File: src/rtl/hazard_ctrl.sv
// hazard_ctrl: consumer-side hazard / forwarding control for the D/E/M/W pipe.
// Carries each producer's destination, Tnew and forwarding source down E/M/W
// and compares them against the D-stage reads (stall + D forward selects) and
// the E-stage reads (E forward selects).
// Select encoding for all *_fwd_* outputs: 0 RF, 1 E, 2 M, 3 W.
// Optional: define HAZARD_STAT_EN to get a free-running stall-cycle counter on
// stall_cnt; otherwise stall_cnt is tied to zero.

// Per-operand compare slice: one instance per read port (rs, rt).
module hazard_opnd #(
  parameter int W_BYPASS = 1,
  parameter int TNEW_W   = 2
) (
  input  logic [4:0]        a_d,
  input  logic [TNEW_W-1:0] tuse_d,
  input  logic [4:0]        a_e,
  input  logic [4:0]        a3_e,
  input  logic [4:0]        a3_m,
  input  logic [4:0]        a3_w,
  input  logic [TNEW_W-1:0] tnew_e,
  input  logic [TNEW_W-1:0] tnew_m,
  input  logic [TNEW_W-1:0] tnew_w,
  output logic              stall,
  output logic [1:0]        dsel,
  output logic [1:0]        esel
);
  logic dhit_e, dhit_m, dhit_w, ehit_m, ehit_w, used;

  // $0 never matches, so an a3 of 0 acts as an empty slot
  assign dhit_e = (a_d != 5'd0) && (a_d == a3_e);
  assign dhit_m = (a_d != 5'd0) && (a_d == a3_m);
  assign dhit_w = (a_d != 5'd0) && (a_d == a3_w);
  assign ehit_m = (a_e != 5'd0) && (a_e == a3_m);
  assign ehit_w = (a_e != 5'd0) && (a_e == a3_w);
  assign used   = (tuse_d != '1);

  // Stall when a pending producer in E or M will not be ready by the time the
  // operand is consumed; W is always ready so never stalls.
  always_comb begin
    stall = used && ((dhit_e && (tnew_e > tuse_d)) || (dhit_m && (tnew_m > tuse_d)));
  end

  // D forward: the youngest matching producer wins; if it is not ready yet the
  // operand reads RF (older copies are stale) and the stall / later E forward
  // covers the hazard.
  always_comb begin
    dsel = 2'd0;
    if (dhit_e)      dsel = (tnew_e == '0) ? 2'd1 : 2'd0;
    else if (dhit_m) dsel = (tnew_m == '0) ? 2'd2 : 2'd0;
    else if (dhit_w) dsel = ((W_BYPASS != 0) && (tnew_w == '0)) ? 2'd3 : 2'd0;
  end

  // E forward: same youngest-match rule over M then W.
  always_comb begin
    esel = 2'd0;
    if (ehit_m)      esel = (tnew_m == '0) ? 2'd2 : 2'd0;
    else if (ehit_w) esel = ((W_BYPASS != 0) && (tnew_w == '0)) ? 2'd3 : 2'd0;
  end
endmodule

module hazard_ctrl #(
  parameter int W_BYPASS = 1,
  parameter int TNEW_W   = 2
) (
  input  logic              clk,
  input  logic              reset,
  input  logic [4:0]        d_a1,
  input  logic [4:0]        d_a2,
  input  logic [TNEW_W-1:0] d_tuse_rs,
  input  logic [TNEW_W-1:0] d_tuse_rt,
  input  logic [4:0]        d_a3,
  input  logic [TNEW_W-1:0] d_tnew,
  input  logic [2:0]        d_fwsrc,
  output logic              stall,
  output logic [1:0]        d_fwd_rs,
  output logic [1:0]        d_fwd_rt,
  output logic [1:0]        e_fwd_rs,
  output logic [1:0]        e_fwd_rt,
  output logic [2:0]        e_fwsrc,
  output logic [2:0]        m_fwsrc,
  output logic [2:0]        w_fwsrc,
  output logic [31:0]       stall_cnt
);
  localparam int NOPS = 2;  // index 0 = rs, 1 = rt

  logic [4:0]        a3_e, a3_m, a3_w, rs_e, rt_e;
  logic [TNEW_W-1:0] tnew_e, tnew_m, tnew_w;
  logic [2:0]        fwsrc_e, fwsrc_m, fwsrc_w;

  logic [NOPS-1:0][4:0]        d_a, e_a;
  logic [NOPS-1:0][TNEW_W-1:0] d_tuse;
  logic [NOPS-1:0]             op_stall;
  logic [NOPS-1:0][1:0]        dsel, esel;

  assign d_a    = {d_a2, d_a1};
  assign e_a    = {rt_e, rs_e};
  assign d_tuse = {d_tuse_rt, d_tuse_rs};

  function automatic logic [TNEW_W-1:0] tdec(input logic [TNEW_W-1:0] t);
    return (t == '0) ? '0 : t - TNEW_W'(1);
  endfunction

  for (genvar g = 0; g < NOPS; g++) begin : g_op
    hazard_opnd #(.W_BYPASS(W_BYPASS), .TNEW_W(TNEW_W)) u_op (
      .a_d    (d_a[g]),
      .tuse_d (d_tuse[g]),
      .a_e    (e_a[g]),
      .a3_e   (a3_e),
      .a3_m   (a3_m),
      .a3_w   (a3_w),
      .tnew_e (tnew_e),
      .tnew_m (tnew_m),
      .tnew_w (tnew_w),
      .stall  (op_stall[g]),
      .dsel   (dsel[g]),
      .esel   (esel[g])
    );
  end

  assign stall    = |op_stall;
  // D selects are meaningless while the D instruction is being held
  assign d_fwd_rs = stall ? 2'd0 : dsel[0];
  assign d_fwd_rt = stall ? 2'd0 : dsel[1];
  assign e_fwd_rs = esel[0];
  assign e_fwd_rt = esel[1];
  assign e_fwsrc  = fwsrc_e;
  assign m_fwsrc  = fwsrc_m;
  assign w_fwsrc  = fwsrc_w;

  // Stage chain: E takes D (or a bubble on stall), M/W always advance with Tnew
  // counting down toward ready.
  always_ff @(posedge clk or posedge reset) begin
    if (reset) begin
      a3_e <= '0; tnew_e <= '0; fwsrc_e <= '0; rs_e <= '0; rt_e <= '0;
      a3_m <= '0; tnew_m <= '0; fwsrc_m <= '0;
      a3_w <= '0; tnew_w <= '0; fwsrc_w <= '0;
    end else begin
      if (stall) begin
        a3_e <= '0; tnew_e <= '0; fwsrc_e <= '0; rs_e <= '0; rt_e <= '0;
      end else begin
        a3_e <= d_a3; tnew_e <= d_tnew; fwsrc_e <= d_fwsrc; rs_e <= d_a1; rt_e <= d_a2;
      end
      a3_m <= a3_e; tnew_m <= tdec(tnew_e); fwsrc_m <= fwsrc_e;
      a3_w <= a3_m; tnew_w <= tdec(tnew_m); fwsrc_w <= fwsrc_m;
    end
  end

`ifdef HAZARD_STAT_EN
  logic [31:0] cnt;
  // Count cycles spent stalled; wraps naturally at 2^32
  always_ff @(posedge clk or posedge reset) begin
    if (reset)      cnt <= '0;
    else if (stall) cnt <= cnt + 32'd1;
  end
  assign stall_cnt = cnt;
`else
  assign stall_cnt = 32'd0;
`endif
endmodule
File: config.mk
export PLATFORM = sky130hd
export DESIGN_NAME = hazard_ctrl
export DESIGN_NICKNAME = d
export VERILOG_FILES = /design/src/rtl/hazard_ctrl.sv
export SDC_FILE = /design/constraint.sdc
export NUM_CORES = 1
export LEC_CHECK = 0
export ABC_CLOCK_PERIOD_IN_PS = 2200
export CORE_UTILIZATION = 43
export CTS_CLUSTER_DIAMETER = 60
export CTS_CLUSTER_SIZE = 24
export DETAILED_ROUTE_END_ITERATION = 10
export GPL_ROUTABILITY_DRIVEN = 0
export PLACE_DENSITY_LB_ADDON = 0.2
export SLEW_MARGIN = 20
export SYNTH_ARGS = -nofsm -noshare
export SYNTH_HDL_FRONTEND = slang
export SYNTH_HIERARCHICAL = 1
export SYNTH_SLANG_ARGS = --single-unit
File: constraint.sdc
create_clock -name clk -period 2.2 [get_ports clk]
set_input_delay 0.44 -clock clk [delete_from_list [all_inputs] [get_ports clk]]
set_output_delay 0.44 -clock clk [all_outputs]
set_load 0.02 [all_outputs]
==> impl_results.md <==
- Status: complete, but fails checks
- Violated checks: negative setup slack
- Setup slack at placement: -1190 ps
- Via count: between 1.5k and 2k
- Initial DRC count: just under 80
- Xor and xnor area share after synthesis: between 10% and 20%
- Num ports: 76
- Seq/Total Area, Yosys: 38.3%
- Routed wire length: 5920 µm
- Cells on worst reg2reg path: 9
- GR Util met1: 24.9%
- Delay-heaviest family, CP: buffers and inverters
- Final setup margin: -499 ps
- Share of cells above drive strength 1: approximately 43%
- Clock Latency Late Sink: approximately 290 ps
- CTS Hold Bufs: 0
- Fin util: between 60% and 70%
- CP max-delay cell: a211o_1
- Initial antenna violation count: 0
- Bufs and invs on worst path: 4
- TritonCTS Sinks: 40
- Full die area: between 6000 and 7000 µm²
- Post-DP HPWL: 4450 µm
- Diode count: 0
- H-tree Lvls: 2
- GR Util met2: between 30% and 40%
- Unrepaired setup endpoints after global routing: true
- Worst Hold Class: reg -> reg
- Simple-gate share of the synthesized area: between 20% and 30%
- Final Power: 1.97 mW
- GRT Overall Usage: about a fifth
- GR peak layer: met2
- Clock Skews: 8.64 ps
- Final hold viol count: 0
- Leak: between 1.5 and 2 nW
- Fmax: around 370 MHz
- Initial DRT Pass Iterations: 4
- Vias in the first global route: a little under 2k
- Die width: 80.0 µm
- P per Cell Area: 505 nW/µm²
- Library cells used by synthesis: 31
- CP max stage delay: approximately 310 ps
- Largest family of logic cells by synthesized area: simple AND/OR/NAND/NOR gates
- Die Y: 80.0 µm
- Critical Path Most Common Cell: buf_6
- Mapped Cells: around 240
- Clock-pin slew on the worst setup and hold paths: approximately 80 ps
- Layout area overhead: 48.9%
- Mapped cell area: 2620 µm²
- Starting Density: 44.4%
- Avg WL per Cell: 13.9 µm
- GR Overflow Total: 0
- Row count: 28
- Post-synthesis compound-gate area fraction: under 10%
- Cells on Worst Hold Path: 0
- DRT antenna net count: 0
- Critical Path End Type: output pin
- Via/cell ratio: between 4 and 5
- Yosys warns: 6
- Mux cell area share after synthesis: less than 1%
- Adder-Cell Fraction of Synth Area: 3.83%
- Clock Root Buffer: clkbuf_8
- Pin count of the biggest net entering global routing: 41
- PortBufs: 43
- Worst-case clock buffer depth: 2
- Critical Path RT: 1760 ps
- Final worst path period share: 123%
- Final net count: about 390
- Num CTS Buffers: 5
- Number of cells on the critical path: 10
- CTS tree: done
- Crit path DAT: 2260 ps
- Period minus WS final: ~2700 ps
- FF+latch count, synth: 40
- # Max-Cap Violations: 0
- Critical Path Source Type: input pin
- DRC viols: 0
- Worst path cell trace: dlygate4sd2_1, xor2_1, nor3_2, nand3_2, a211o_1, a221oi_4, buf_4, buf_6, nor3b_4, buf_6
- Max FO, Critical Path: 4
- First-pass GRT wire length: between 9000 and 10000 µm
- Met3 Usage GRT: 3.43%
- Final setup violation count: 9
- Max Slew Vio Count: 0
- Worst-case vdd ir drop: 362 µV
- Core area: between 5000 and 6000 µm²
- Worst Path Class, Setup: in -> out
- Syn Area/Cell: roughly 11 µm²
==> worst reg2reg max path: stages, from the launching register on <==
cell and delay [ps]:
dfrtp_1 440, xor2_1 170, nor3_2 190, nand3_2 120, a211o_1 280, a221oi_4 320
buf_6 180, buf_4 110, buf_4 140, nor3b_2 50
==> stage by stage <==
| stage | cells | setup TNS, ps | instance area [µm²] | hold WS (ps) |
|---|---|---|---|---|
| 2_1_floorplan | 268 | 0 | 2790 | 408 |
| 3_3_place_gp | 405 | -15330 | 3450 | 360 |
| 3_5_place_dp | 405 | -16620 | 3450 | 363 |
| 4_1_cts | 421 | -3090 | 3690 | 381 |
| 5_1_grt | 427 | -4030 | 3890 | 386 |
| 6_report | 427 | -3220 | 3890 | 376 |
==> registers in the layout (all words and copies together) (netlist names) <==
signal,count
a3_e,5
a3_m,5
a3_w,5
e_fwsrc,3
m_fwsrc,3
rs_e,5
rt_e,5
tnew_e,2
tnew_m,2
tnew_w,2
w_fwsrc,3
==> final timing paths <==
path	startpoint	to	slack, ps
max	d_a2[4]	d_fwd_rs[1]	-500
min	m_fwsrc[1]$_DFF_PP0_	w_fwsrc[1]$_DFF_PP0_	380
max reg2reg	a3_m[4]$_DFF_PP0_	rt_e[1]$_DFF_PP0_	90
min reg2reg	m_fwsrc[1]$_DFF_PP0_	w_fwsrc[1]$_DFF_PP0_	380
max in group asynchronous	reset	a3_w[1]$_DFF_PP0_	1270
min in group asynchronous	reset	rs_e[4]$_DFF_PP0_	560
==> repair_timing <==
| action | 4_1_cts | 5_1_grt |
|---|---|---|
| endpoints found under the setup margin | 29 | 29 |
| pin swaps | 14 | 19 |
| gates resized for setup | 91 | 34 |
| buffers inserted | 10 | 13 |
| cloned | 0 | 0 |
==> synth_stat cells <==
master / instances / share of area (%)
dfrtp_1: 40 / 38
buf_4: 33 / 9.5
xor2_1: 26 / 8.7
xnor2_1: 24 / 8.0
nor3b_2: 20 / 9.6
inv_1: 11 / 1.6
nor2_1: 10 / 1.4
ha_1: 8 / 3.8
nand4_1: 6 / 1.4
buf_6: 5 / 2.2
a211o_1: 4 / 1.3
a21oi_1: 4 / 0.77
and2_1: 4 / 0.96
nand2_1: 4 / 0.57
nor3_1: 4 / 0.77
nor3_2: 4 / 1.5
nor3b_1: 4 / 1.1
a2111oi_2: 2 / 1.1
a221oi_2: 2 / 1.1
mux2i_1: 2 / 0.77
nand2b_1: 2 / 0.48
nand3_1: 2 / 0.38
nand3_2: 2 / 0.77
nand4b_1: 2 / 0.67
nor2b_1: 2 / 0.48
nor4_1: 2 / 0.48
o41ai_1: 2 / 0.67
or3_1: 2 / 0.48
or4_1: 2 / 0.57
conb_1: 1 / 0.14
or2_2: 1 / 0.24
==> cell families (layout without fill, tap and decap cells) <==
logic type	count (synthesis)	in the layout
AND/OR/NAND/NOR	73	73
adder cells (fa/ha/maj)	8	8
AO/OA/AOI/OAI	14	14
buffers and inverters	49	133
flip-flops	40	40
other	1	32
multiplexers	2	2
XOR/XNOR	50	50
==> report_power, final <==
group	total, mW	internal (mW)	switching (mW)
clock	0.477	0.221	0.256
combinational	0.624	0.327	0.297
sequential	0.865	0.792	0.0726
total	1.97	1.34	0.626
==> routing by layer <==
metal	vias up	wire length (µm)	share of wire (%)
met5	-	0	0
met4	0	45	0.76
met3	6	181	3.1
met2	52	3210	54
met1	920	2480	42
li1	964	-	-
==> cell type report <==
class	instances	area (µm²)
clock buffer	5	68.8
clock inverter	3	18.8
fill	478	1990
inverter	11	41.3
multi-input combinational	179	1630
sequential	40	1010
tap	75	93.8
timing repair buffer	114	1030
==> placed cells by master (no fill, tap or decap), drive strengths merged, types with 3 or more instances in the layout <==
cell type | netlist | routed
nand2 | 4 | 4
nor2 | 10 | 10
dfrtp | 40 | 40
nor3 | 8 | 8
nor3b | 24 | 24
nand4 | 6 | 6
xnor2 | 24 | 24
clkbuf | 0 | 5
a211o | 4 | 4
clkdlybuf4s50 | 0 | 20
clkdlybuf4s15 | 0 | 5
dlygate4sd2 | 0 | 8
inv | 11 | 11
xor2 | 26 | 26
clkinv | 0 | 3
buf | 38 | 80
ha | 8 | 8
a21oi | 4 | 4
and2 | 4 | 4
nand3 | 4 | 4
conb | 1 | 32
Power figures use the tool's default switching activity.
